<file path="src/rtl/trackball_quad_decoder_pkg.sv">
// Shared types and decode helpers for the trackball quadrature decoder.
package trackball_pkg;

  typedef enum logic [1:0] {
    STEP_NONE    = 2'd0,
    STEP_POS     = 2'd1,
    STEP_NEG     = 2'd2,
    STEP_ILLEGAL = 2'd3
  } step_t;

  localparam logic MODE_QUAD   = 1'b0;
  localparam logic MODE_DIRCLK = 1'b1;

  // Glitch-filter counter width; covers FILTER_LEN up to 15.
  localparam int unsigned FLT_CNT_W = 4;

  // Gray-code step between two {A,B} samples: 00->01->11->10->00 is positive.
  function automatic step_t quad_step(input logic [1:0] prev, input logic [1:0] cur);
    if (cur == prev)                return STEP_NONE;
    if ((cur ^ prev) == 2'b11)      return STEP_ILLEGAL;
    if (cur == {prev[0], ~prev[1]}) return STEP_POS;
    return STEP_NEG;
  endfunction

  // Cocktail flip swaps the sign of a real step, leaves none/illegal alone.
  function automatic step_t flip_step(input step_t s, input logic flip);
    if (flip && (s == STEP_POS)) return STEP_NEG;
    if (flip && (s == STEP_NEG)) return STEP_POS;
    return s;
  endfunction

endpackage

</file>
<file path="src/rtl/trackball_quad_decoder_if.sv">
// Snapshot handshake between the game CPU read path and the decoder.
interface trackball_quad_decoder_if #(
  parameter int unsigned CNT_W = 4
) ();

  logic             snap_req_i;
  logic             clr_on_snap_i;
  logic             snap_valid_o;
  logic [CNT_W-1:0] snap_x_o;
  logic [CNT_W-1:0] snap_y_o;

  modport master (
    output snap_req_i,
    output clr_on_snap_i,
    input  snap_valid_o,
    input  snap_x_o,
    input  snap_y_o
  );

  modport slave (
    input  snap_req_i,
    input  clr_on_snap_i,
    output snap_valid_o,
    output snap_x_o,
    output snap_y_o
  );

endinterface

</file>
<file path="src/rtl/trackball_quad_decoder_quad_axis.sv">
// One trackball axis: 2-FF sync, per-bit glitch filter, step decode, position counter.
module quad_axis
  import trackball_pkg::*;
#(
  parameter int unsigned FILTER_LEN = 4,
  parameter int unsigned CNT_W      = 4
) (
  input  logic             clk_sys,
  input  logic             reset,
  input  logic             a_i,
  input  logic             b_i,
  input  logic             armed_i,
  input  logic             mode_i,
  input  logic             flip_i,
  input  logic             clr_i,
  output step_t            step_c_o,
  output logic [CNT_W-1:0] count_o
);

  // Bit 1 carries A, bit 0 carries B.
  logic [1:0]                sync1_q, sync2_q;
  logic [1:0]                filt_q, filt_d;
  logic [1:0]                prev_q, prev_d;
  logic [1:0][FLT_CNT_W-1:0] fcnt_q, fcnt_d;
  logic [CNT_W-1:0]          count_q, count_d;
  step_t                     raw_step;

  // Filter: accept a bit once it has differed for FILTER_LEN cycles; track directly while unarmed.
  always_comb begin
    filt_d = filt_q;
    fcnt_d = fcnt_q;
    prev_d = filt_q;
    if (!armed_i) begin
      filt_d = sync2_q;
      prev_d = sync2_q;
      fcnt_d = '0;
    end else begin
      for (int i = 0; i < 2; i++) begin
        if (sync2_q[i] == filt_q[i]) begin
          fcnt_d[i] = '0;
        end else if (FLT_CNT_W'(fcnt_q[i] + FLT_CNT_W'(1)) == FLT_CNT_W'(FILTER_LEN)) begin
          filt_d[i] = sync2_q[i];
          fcnt_d[i] = '0;
        end else begin
          fcnt_d[i] = fcnt_q[i] + FLT_CNT_W'(1);
        end
      end
    end
  end

  // Step decode from previous vs current filtered sample, then counter update.
  always_comb begin
    raw_step = STEP_NONE;
    if (mode_i == MODE_DIRCLK) begin
      if (prev_q[0] != filt_q[0]) raw_step = filt_q[1] ? STEP_POS : STEP_NEG;
    end else begin
      raw_step = quad_step(prev_q, filt_q);
    end
    step_c_o = armed_i ? flip_step(raw_step, flip_i) : STEP_NONE;

    count_d = clr_i ? '0 : count_q;
    case (step_c_o)
      STEP_POS: count_d = count_d + CNT_W'(1);
      STEP_NEG: count_d = count_d - CNT_W'(1);
      default:  count_d = count_d;
    endcase
  end

  // Axis state registers.
  always_ff @(posedge clk_sys) begin
    if (reset) begin
      sync1_q <= '0;
      sync2_q <= '0;
      filt_q  <= '0;
      prev_q  <= '0;
      fcnt_q  <= '0;
      count_q <= '0;
    end else begin
      sync1_q <= {a_i, b_i};
      sync2_q <= sync1_q;
      filt_q  <= filt_d;
      prev_q  <= prev_d;
      fcnt_q  <= fcnt_d;
      count_q <= count_d;
    end
  end

  assign count_o = count_q;

endmodule

</file>
<file path="src/rtl/trackball_quad_decoder.sv">
// Two-axis trackball decoder: arming, snapshot capture, direction and error aggregation.
module trackball_quad_decoder
  import trackball_pkg::*;
#(
  parameter int unsigned FILTER_LEN = 4,
  parameter int unsigned CNT_W      = 4,
  parameter int unsigned ARM_LEN    = 8
) (
  input  logic                     clk_sys,
  input  logic                     reset,
  input  logic [1:0]               quad_a_i,
  input  logic [1:0]               quad_b_i,
  input  logic                     dirclk_mode_i,
  input  logic                     flip_i,
  trackball_quad_decoder_if.slave  snap_if,
  output logic [1:0]               dir_o,
  output logic [CNT_W-1:0]         count_x_o,
  output logic [CNT_W-1:0]         count_y_o,
  output logic                     err_o,
  output logic [7:0]               err_cnt_o
);

  localparam int unsigned ARM_W = $clog2(ARM_LEN + 1);

  logic             armed_q, armed_d;
  logic [ARM_W-1:0] arm_cnt_q, arm_cnt_d;
  logic             mode_q;
  logic             snap_valid_q;
  logic [CNT_W-1:0] snap_x_q, snap_x_d, snap_y_q, snap_y_d;
  logic [1:0]       dir_q, dir_d;
  logic             err_q, err_d;
  logic [7:0]       err_cnt_q, err_cnt_d;
  logic             clr_c;
  step_t            step_x_c, step_y_c;
  logic [CNT_W-1:0] cnt_x, cnt_y;

  assign clr_c = snap_if.snap_req_i & snap_if.clr_on_snap_i;

  quad_axis #(.FILTER_LEN(FILTER_LEN), .CNT_W(CNT_W)) u_axis_x (
    .clk_sys  (clk_sys),
    .reset    (reset),
    .a_i      (quad_a_i[0]),
    .b_i      (quad_b_i[0]),
    .armed_i  (armed_q),
    .mode_i   (mode_q),
    .flip_i   (flip_i),
    .clr_i    (clr_c),
    .step_c_o (step_x_c),
    .count_o  (cnt_x)
  );

  quad_axis #(.FILTER_LEN(FILTER_LEN), .CNT_W(CNT_W)) u_axis_y (
    .clk_sys  (clk_sys),
    .reset    (reset),
    .a_i      (quad_a_i[1]),
    .b_i      (quad_b_i[1]),
    .armed_i  (armed_q),
    .mode_i   (mode_q),
    .flip_i   (flip_i),
    .clr_i    (clr_c),
    .step_c_o (step_y_c),
    .count_o  (cnt_y)
  );

  // Arming window, restarted on any decode-mode change; snapshot, dir and error next-state.
  always_comb begin
    armed_d   = armed_q;
    arm_cnt_d = arm_cnt_q;
    if (dirclk_mode_i != mode_q) begin
      armed_d   = 1'b0;
      arm_cnt_d = '0;
    end else if (!armed_q) begin
      if (arm_cnt_q == ARM_W'(ARM_LEN - 1)) begin
        armed_d   = 1'b1;
        arm_cnt_d = '0;
      end else begin
        arm_cnt_d = arm_cnt_q + ARM_W'(1);
      end
    end

    snap_x_d = snap_x_q;
    snap_y_d = snap_y_q;
    if (snap_if.snap_req_i) begin
      snap_x_d = cnt_x;
      snap_y_d = cnt_y;
    end

    dir_d = dir_q;
    if (step_x_c == STEP_POS) dir_d[0] = 1'b1;
    if (step_x_c == STEP_NEG) dir_d[0] = 1'b0;
    if (step_y_c == STEP_POS) dir_d[1] = 1'b1;
    if (step_y_c == STEP_NEG) dir_d[1] = 1'b0;

    err_d     = (step_x_c == STEP_ILLEGAL) || (step_y_c == STEP_ILLEGAL);
    err_cnt_d = err_cnt_q;
    if (err_d && (err_cnt_q != 8'hFF)) err_cnt_d = err_cnt_q + 8'd1;
  end

  // Top-level registers; reset also drops any pending snapshot.
  always_ff @(posedge clk_sys) begin
    if (reset) begin
      armed_q      <= 1'b0;
      arm_cnt_q    <= '0;
      mode_q       <= 1'b0;
      snap_valid_q <= 1'b0;
      snap_x_q     <= '0;
      snap_y_q     <= '0;
      dir_q        <= '0;
      err_q        <= 1'b0;
      err_cnt_q    <= '0;
    end else begin
      armed_q      <= armed_d;
      arm_cnt_q    <= arm_cnt_d;
      mode_q       <= dirclk_mode_i;
      snap_valid_q <= snap_if.snap_req_i;
      snap_x_q     <= snap_x_d;
      snap_y_q     <= snap_y_d;
      dir_q        <= dir_d;
      err_q        <= err_d;
      err_cnt_q    <= err_cnt_d;
    end
  end

  assign snap_if.snap_valid_o = snap_valid_q;
  assign snap_if.snap_x_o     = snap_x_q;
  assign snap_if.snap_y_o     = snap_y_q;
  assign dir_o                = dir_q;
  assign count_x_o            = cnt_x;
  assign count_y_o            = cnt_y;
  assign err_o                = err_q;
  assign err_cnt_o            = err_cnt_q;

endmodule

</file>
<file path="src/flat_wrapper.sv">
// flat-port wrapper written by rule: the top's interface ports become plain ports
module trackball_quad_decoder_flat import trackball_pkg::*;
#(
  parameter int unsigned FILTER_LEN = 4,
  parameter int unsigned CNT_W      = 4,
  parameter int unsigned ARM_LEN    = 8
)
  (clk_sys, reset, quad_a_i, quad_b_i, dirclk_mode_i, flip_i, dir_o, count_x_o, count_y_o, err_o, err_cnt_o, snap_if_snap_req_i, snap_if_clr_on_snap_i, snap_if_snap_valid_o, snap_if_snap_x_o, snap_if_snap_y_o);
  trackball_quad_decoder_if #(.CNT_W(CNT_W)) snap_if_i ();
  input  logic clk_sys;
  input  logic reset;
  input  logic [1:0] quad_a_i;
  input  logic [1:0] quad_b_i;
  input  logic dirclk_mode_i;
  input  logic flip_i;
  output logic [1:0] dir_o;
  output logic [CNT_W-1:0] count_x_o;
  output logic [CNT_W-1:0] count_y_o;
  output logic err_o;
  output logic [7:0] err_cnt_o;
  input wire logic [$bits(snap_if_i.snap_req_i)-1:0] snap_if_snap_req_i;
  input wire logic [$bits(snap_if_i.clr_on_snap_i)-1:0] snap_if_clr_on_snap_i;
  output wire logic [$bits(snap_if_i.snap_valid_o)-1:0] snap_if_snap_valid_o;
  output wire logic [$bits(snap_if_i.snap_x_o)-1:0] snap_if_snap_x_o;
  output wire logic [$bits(snap_if_i.snap_y_o)-1:0] snap_if_snap_y_o;
  assign snap_if_i.snap_req_i = snap_if_snap_req_i;
  assign snap_if_i.clr_on_snap_i = snap_if_clr_on_snap_i;
  assign snap_if_snap_valid_o = snap_if_i.snap_valid_o;
  assign snap_if_snap_x_o = snap_if_i.snap_x_o;
  assign snap_if_snap_y_o = snap_if_i.snap_y_o;
  trackball_quad_decoder #(.FILTER_LEN(FILTER_LEN), .CNT_W(CNT_W), .ARM_LEN(ARM_LEN)) u_core (.clk_sys(clk_sys), .reset(reset), .quad_a_i(quad_a_i), .quad_b_i(quad_b_i), .dirclk_mode_i(dirclk_mode_i), .flip_i(flip_i), .snap_if(snap_if_i), .dir_o(dir_o), .count_x_o(count_x_o), .count_y_o(count_y_o), .err_o(err_o), .err_cnt_o(err_cnt_o));
endmodule
</file>
<file path="config.mk">
export PLATFORM = sky130hd
export DESIGN_NAME = trackball_quad_decoder_flat
export DESIGN_NICKNAME = d
export VERILOG_FILES = /design/src/rtl/trackball_quad_decoder_pkg.sv /design/src/rtl/trackball_quad_decoder_if.sv /design/src/rtl/trackball_quad_decoder_quad_axis.sv /design/src/rtl/trackball_quad_decoder.sv /design/src/flat_wrapper.sv
export SDC_FILE = /design/constraint.sdc
export NUM_CORES = 1
export LEC_CHECK = 0
export ABC_CLOCK_PERIOD_IN_PS = 2550
export CELL_PAD_IN_SITES_DETAIL_PLACEMENT = 1
export CELL_PAD_IN_SITES_GLOBAL_PLACEMENT = 2
export CORE_ASPECT_RATIO = 1.75
export CORE_MARGIN = 8
export CORE_UTILIZATION = 34
export DETAILED_ROUTE_END_ITERATION = 16
export PLACE_DENSITY_LB_ADDON = 0.12
export SYNTH_ARGS = -nofsm -noshare
export SYNTH_HDL_FRONTEND = slang
export SYNTH_SLANG_ARGS = --single-unit
</file>
<file path="constraint.sdc">
create_clock -name clk_sys -period 2.55 [get_ports clk_sys]
set_input_delay 0.3825 -clock clk_sys [delete_from_list [all_inputs] [get_ports clk_sys]]
set_output_delay 0.3825 -clock clk_sys [all_outputs]
set_load 0.02 [all_outputs]
</file>
### Yosys cells after proc, flatten, opt, wreduce, memory -nomap -nowiden

Cells that the tools add are included.

* output and inout bits: 28
* bits in registers: 66
* input port bits: 10

* mux-type cells: 71
* add/subtract/negate cells: 10
* bitwise operators: 6
* equality and inequality tests: 37
* reduce and logical (&&, ||, !) cells: 17

Operators with widths (count)
* $mux 2: 32
* $mux 1: 34
* $add 4x1->4 const B: 7
* $eq 4x3->1 const B: 5
* $eq 2x2->1 const B: 8
* $ne 2x2->1 const B: 8
* $pmux 4 s2: 2
* $reduce_or 4->1: 4
* $mux 4: 3
* $add 8x1->8 const B: 1
* $eq 2x1->1 const B: 4
* $eq 2x2->1: 4
* $ne 8x8->1 const B: 1
* $reduce_and 2->1: 4
* $sub 4x1->4 const B: 2
* $reduce_or 2->1: 3
* $logic_and 1x1->1: 5
* $eq 1x1->1: 4
* $xor 2x2->2: 2
* $ne 1x1->1: 3
* $not 1->1: 3
* $and 1x1->1: 1
* $logic_or 1x1->1: 1

### Depth between registers and ports, before layout

* depth after elaboration: 22
* gate-level depth with buffers: 12
* gate-level depth less buffers: 11

### Modules after synthesis

A second synthesis with hierarchy kept.

* cells, all modules: 344
* area, all modules: 3171.8 µm²

By module, submodules not included
* quad_axis: cells each 116, area an instance 1033.5 µm², instances 2
* trackball_quad_decoder: cells each 112, area an instance 1104.8 µm², instances 1

### Least setup slack after synthesis

No wires, ideal clock.

* path type: input to register
* from: input flip_i
* to: register u_core.u_axis_x.count_q[2] (netlist: u_core.u_axis_x.count_o[2])
* stages on the path: 11
* arrival: 2.186 ns
* data required time: 2.418 ns
* setup slack: 0.231 ns
* path buffers: 1
* cells stage by stage: buf_6 and2b_1 nor3b_1 nor3_1 o21a_1 ha_1 xnor2_1 ha_1 xnor2_1 o311ai_0 a21oi_1

* cells in the longest elaborated chain, start to end: 8

Ends and longest elaborated chain
* from (decl): line flat_wrapper.sv:15 `input logic flip_i;`
* $logic_and 1x1->1: line trackball_quad_decoder_pkg.sv:28 `if (flip && (s == STEP_NEG)) return STEP_POS;`
* $mux 1 (2 in a row): line trackball_quad_decoder_pkg.sv:28
* $mux 2: line trackball_quad_decoder_pkg.sv:29 `return s;`
* $mux 2 (*): line trackball_quad_decoder_pkg.sv:28
* $mux 2 (*): line trackball_quad_decoder_quad_axis.sv:59 `step_c_o = armed_i ? flip_step(raw_step, flip_i) : STEP_NONE;`
* $eq 2x2->1 / $eq 2x1->1 (equally long branches): line trackball_quad_decoder_quad_axis.sv:62 `case (step_c_o)`
* $pmux 4 s2 (*): line trackball_quad_decoder_quad_axis.sv:62
* to (signal assigned): line trackball_quad_decoder_quad_axis.sv:84 `count_q <= count_d;`
* to (decl): line trackball_quad_decoder_quad_axis.sv:25 `logic [CNT_W-1:0] count_q, count_d;`

Every way passes the cells marked *; elsewhere a longest branch is shown, timed or not. The select of a mux whose other input is x is not followed.
A chain may end at the register's enable or synchronous reset.

### Worst setup path in the final report

* from: input flip_i
* to: register u_core.u_axis_y.count_q[2] (netlist: u_core.u_axis_y.count_o[2])

* cells in the longest elaborated chain, start to end: 8

Ends and longest elaborated chain (line)
* $logic_and 1x1->1: trackball_quad_decoder_pkg.sv:28
* $mux 1 (2 in a row): trackball_quad_decoder_pkg.sv:28
* $mux 2: trackball_quad_decoder_pkg.sv:29
* $mux 2 (*): trackball_quad_decoder_pkg.sv:28
* $mux 2 (*): trackball_quad_decoder_quad_axis.sv:59
* $eq 2x2->1 / $eq 2x1->1 (equally long branches): trackball_quad_decoder_quad_axis.sv:62
* $pmux 4 s2 (*): trackball_quad_decoder_quad_axis.sv:62
* to (signal assigned): trackball_quad_decoder_quad_axis.sv:84
* to (decl): trackball_quad_decoder_quad_axis.sv:25

Marked as above.

==> impl_results.html <==
<table>
<tr><th>Metric</th><th>Value</th></tr>
<tr><th colspan="2">Run status</th></tr>
<tr><td>Result of the run</td><td>finished, final reports clean</td></tr>
<tr><th colspan="2">Logic synthesis</th></tr>
<tr><td>Number of enable flip-flop cells after synthesis</td><td>0</td></tr>
<tr><td>Proportion of synthesized chip area in sequential cells</td><td>41.3%</td></tr>
<tr><td>Top_reg_cell synth</td><td>dfxtp_1</td></tr>
<tr><td>Post-synthesis cell count</td><td>around 360</td></tr>
<tr><td>Synthesis Warnings</td><td>0</td></tr>
<tr><td>Net Count, Synth</td><td>385</td></tr>
<tr><td>Library cells used by synthesis</td><td>47</td></tr>
<tr><td>FF+latch count, synth</td><td>66</td></tr>
<tr><td>Mean instance size in the synthesized netlist</td><td>approximately 9 um^2</td></tr>
<tr><td>Summed instance area of the synthesized netlist</td><td>around 0.0032 mm^2</td></tr>
<tr><td>Share of synthesized flip-flops with an asynchronous set or reset</td><td>0%</td></tr>
<tr><th colspan="2">STA</th></tr>
<tr><td>Setup total negative slack</td><td>0 ns</td></tr>
<tr><td>Setup skew after layout</td><td>~0.0055 ns</td></tr>
<tr><td>Final setup violation count</td><td>0</td></tr>
<tr><td>Crit path time final</td><td>2.44 ns</td></tr>
<tr><td>Share of the cycle needed by the critical path after routing</td><td>95.5%</td></tr>
<tr><td>Achievable frequency</td><td>411 MHz</td></tr>
<tr><td>Worst slew slack as a fraction of its limit</td><td>69.2%</td></tr>
<tr><td>Pin slew with the least headroom to its limit</td><td>0.462 ns</td></tr>
<tr><td>Final Slew Violations</td><td>0</td></tr>
<tr><td>Setup WS post-layout</td><td>0.114 ns</td></tr>
<tr><td>Final worst hold slack</td><td>approximately 0.44 ns</td></tr>
<tr><td>Hold violation total from the final report</td><td>0</td></tr>
<tr><th colspan="2">Final layout</th></tr>
<tr><td>Number of diodes added for antenna fixing</td><td>0</td></tr>
<tr><td>NumNets Final</td><td>448</td></tr>
<tr><td>Post-layout instance count excluding filler cells</td><td>549</td></tr>
<tr><td>Commonest non-fill, non-tap cell in the layout</td><td>dfxtp_1</td></tr>
<tr><td>Top library cells by usage in the layout, fill and taps aside</td><td>dfxtp_1 (61), nor2_1 (56), clkdlybuf4s50_1 (35)</td></tr>
<tr><td>Relative area change from synthesis to final layout</td><td>33.1%</td></tr>
<tr><td>Ratio of cells with drive above 1 in the final layout</td><td>18.3%</td></tr>
<tr><th colspan="2">Global routing</th></tr>
<tr><td>First-pass GRT wire length</td><td>13.8 mm</td></tr>
<tr><td>Number of antenna violations at the first check in global routing</td><td>0</td></tr>
<tr><td>Gr ovfl total</td><td>0</td></tr>
<tr><td>Largest net degree at the start of global routing</td><td>27</td></tr>
<tr><td>Aggregate global-route resource usage</td><td>between 10 and 15%</td></tr>
<tr><td>Vias in the first global route</td><td>between 2000 and 3000</td></tr>
<tr><th colspan="2">Setup path</th></tr>
<tr><td>Critical path data arrival time</td><td>2.63 ns</td></tr>
<tr><td>Kind of end point of the critical path</td><td>register</td></tr>
<tr><td>FF-to-FF path depth</td><td>10</td></tr>
<tr><td>Slack of the worst reg-to-reg path</td><td>0.21 ns</td></tr>
<tr><td>Critical path required time</td><td>2.75 ns</td></tr>
<tr><td>R2r startpoint</td><td>u_core.u_axis_y.filt_q[1]</td></tr>
<tr><td>Crit Path Class</td><td>in2reg</td></tr>
<tr><td>R2R Path End</td><td>u_core.u_axis_y.count_o[2]</td></tr>
<tr><td>Nature of the critical path startpoint</td><td>primary input</td></tr>
<tr><td>Highest net fanout along the worst path</td><td>8</td></tr>
<tr><th colspan="2">Routing</th></tr>
<tr><td>Total wire length after detailed routing</td><td>7.89 mm</td></tr>
<tr><td>Drt first pass iters</td><td>4</td></tr>
<tr><td>Final routed DRC violation total</td><td>0</td></tr>
<tr><td>Wire length per cell after detailed routing</td><td>14.4 um</td></tr>
<tr><td>Via count</td><td>2677</td></tr>
<tr><td>Ratio of routed vias to standard cells</td><td>a little under 5</td></tr>
<tr><td>Number of DRC markers in iteration 0</td><td>74</td></tr>
<tr><td>Antenna-violating nets left</td><td>0</td></tr>
<tr><th colspan="2">CTS</th></tr>
<tr><td>Clock transition at path regs</td><td>0.06 ns</td></tr>
<tr><td>H-Tree Level Count</td><td>3</td></tr>
<tr><td>Insertion delay to the later sink of the worst-skew pair</td><td>0.33 ns</td></tr>
<tr><td>CTS tree</td><td>built</td></tr>
<tr><td>Clock sink count</td><td>66</td></tr>
<tr><td>CTS Root Cell</td><td>clkbuf_16</td></tr>
<tr><td>Maximum root-to-sink buffer count</td><td>2</td></tr>
<tr><td>Number of buffers created by CTS</td><td>9</td></tr>
<tr><th colspan="2">Floorplanning</th></tr>
<tr><td>Row Count</td><td>47</td></tr>
<tr><td>I/O pins</td><td>38</td></tr>
<tr><td>Die outline area</td><td>0.0129 mm^2</td></tr>
<tr><td>Die height</td><td>144 um</td></tr>
<tr><td>Horizontal die dimension</td><td>about 89 um</td></tr>
<tr><td>Starting density of the core</td><td>34.4%</td></tr>
<tr><td>Core Area</td><td>0.00929 mm^2</td></tr>
<tr><th colspan="2">Power</th></tr>
<tr><td>Sequential power share</td><td>44.2%</td></tr>
<tr><td>Static leakage</td><td>1.64 nW</td></tr>
<tr><td>Internal power</td><td>1.86 mW</td></tr>
<tr><td>Total design power</td><td>2.40 mW</td></tr>
<tr><td>Switching share of power</td><td>22.6%</td></tr>
<tr><td>Clk pwr share</td><td>approximately half</td></tr>
<tr><td>Combinational group share of total power</td><td>under 10%</td></tr>
<tr><td>Power per Cell Area</td><td>between 500 and 600 mW/mm^2</td></tr>
<tr><td>Largest voltage drop on the vdd net</td><td>311 uV</td></tr>
<tr><td>Net Switching</td><td>0.542 mW</td></tr>
<tr><th colspan="2">Place</th></tr>
<tr><td>Cell count after placement</td><td>527</td></tr>
<tr><td>Routability cong.</td><td>between 0.7 and 0.8</td></tr>
<tr><td>Buffers added on ports</td><td>37</td></tr>
<tr><td>Sum of net half-perimeters after detailed placement</td><td>5.70 mm</td></tr>
<tr><td>Pre-CTS setup slack</td><td>-0.577 ns</td></tr>
<tr><th colspan="2">Worst hold path</th></tr>
<tr><td>Type of the tightest min-delay check</td><td>reg2reg</td></tr>
<tr><td>Terminating pin of the worst hold path</td><td>u_core.u_axis_y.sync2_q[1]</td></tr>
<tr><td>Origin of the worst min-delay path</td><td>u_core.u_axis_y.sync1_q[1]</td></tr>
<tr><td>Worst Hold Path Cells</td><td>1</td></tr>
<tr><th colspan="2">Job</th></tr>
<tr><td>Max cap viols</td><td>0</td></tr>
</table>
==> worst max-delay path, stage by stage <==
cell and delay, ns:
dlygate4sd2_1 0.26, buf_6 0.14, nor2b_1 0.14, buf_4 0.13, nor3_1 0.16, nor3_1 0.08
o21a_2 0.26, ha_2 0.21, xnor2_1 0.14, ha_1 0.22, xnor2_1 0.14, o311ai_1 0.27
a21oi_1 0.11
==> area by class of cell <==
cell class / count / area [um^2]
clock buffer: 10 / 229
clock inverter: 6 / 67.6
fill: 1127 / 5030
inverter: 8 / 30.0
multi-input combinational: 268 / 1840
sequential: 66 / 1330
tap: 122 / 153
timing repair buffer: 69 / 608
==> cells by family (layout without fill, tap and decap cells) <==
logic type / Yosys count / in the layout / share of synthesized area, %
XOR/XNOR: 25 / 25 / 6.85
AO/OA/AOI/OAI: 48 / 48 / 10.4
multiplexers: 17 / 17 / 5.32
buffers and inverters: 25 / 93 / 3.68
flip-flops: 66 / 66 / 41.3
AND/OR/NAND/NOR: 162 / 162 / 26.2
adder cells (fa/ha/maj): 16 / 16 / 6.26
==> how the worst max path moves through the flow <==
| stage | start | to | slack, ns | cells past startpoint |
|---|---|---|---|---|
| floorplan | flip_i | u_core.u_axis_x.count_o[2] | 0.23 | 11 |
| global placement | flip_i | u_core.u_axis_y.count_o[2] | -0.50 | 12 |
| detailed placement | flip_i | u_core.u_axis_y.count_o[2] | -0.58 | 12 |
| CTS | u_core.u_axis_y.filt_q[1] | u_core.u_axis_y.count_o[2] | 0.11 | 10 |
| global route | flip_i | u_core.err_cnt_o[6] | -0.003 | 14 |
| finish | flip_i | u_core.u_axis_y.count_o[2] | 0.11 | 13 |
==> power groups by stage <==
stage	combinational, mW	sequential (mW)	clock [mW]
finish	0.109	1.06	1.23
CTS	0.110	1.06	1.27
global placement	0.100	1.08	0
floorplan	0.0690	1.07	0
global route	0.121	1.06	1.32
detailed placement	0.103	1.08	0
==> Yosys cell counts, types with 4 or more instances <==
cell type | n | area share (%)
nand3_1 | 16 | 2.5
xnor2_1 | 18 | 4.9
nor2_1 | 57 | 6.7
nor3b_1 | 4 | 0.94
a21oi_1 | 15 | 2.3
o21a_1 | 4 | 0.94
xor2_1 | 7 | 1.9
mux2i_1 | 17 | 5.3
and3b_1 | 6 | 1.6
o21ai_0 | 7 | 1.1
dfxtp_1 | 66 | 41
nor3_1 | 14 | 2.2
nand2_1 | 18 | 2.1
nor2b_1 | 22 | 4.3
ha_1 | 16 | 6.3
inv_1 | 8 | 0.94
clkbuf_1 | 6 | 0.70
buf_2 | 7 | 1.1
a211oi_1 | 4 | 0.94
==> sequential cells by signal, summed over array words and instances (netlist names), 2 cells and up <==
signal,count
u_core.u_axis_x.fcnt_q,8
u_core.arm_cnt_q,4
u_core.snap_if.snap_y_o,4
u_core.err_cnt_o,8
u_core.u_axis_x.count_o,4
u_core.u_axis_x.sync2_q,2
u_core.snap_if.snap_x_o,4
u_core.u_axis_x.sync1_q,2
u_core.u_axis_y.sync1_q,2
u_core.u_axis_y.fcnt_q,8
u_core.u_axis_x.prev_q,2
u_core.u_axis_y.prev_q,2
u_core.u_axis_x.filt_q,2
u_core.u_axis_y.sync2_q,2
u_core.u_axis_y.filt_q,2
u_core.u_axis_y.count_o,4
u_core.dir_o,2
==> metrics by stage <==
stage	util (%)	instance area [um^2]
final	45.8	4260
after floorplan	-	3200
after global routing	45.8	4260
after global placement	41.2	3820
after CTS	45.3	4210
after detailed placement	41.2	3820
==> timing repair <==
item / CTS / global route
setup endpoints to repair: 6 / 10
setup buffers: 4 / 1
pin swaps: 9 / 4
gates cloned: 1 / 0
gates resized for setup: 17 / 11
hold endpoints to repair: 0 / 0
hold buffers: 0 / 0
==> per-layer routing <==
layer	up-vias	global-route usage [%]	share of wire (%)
li1	1352	-	-
met1	1281	14.1	40
met2	35	25.3	55
met3	9	4.21	3.5
met4	0	5.56	1.7
met5	-	0	0
(Power assumes the default switching activity.)
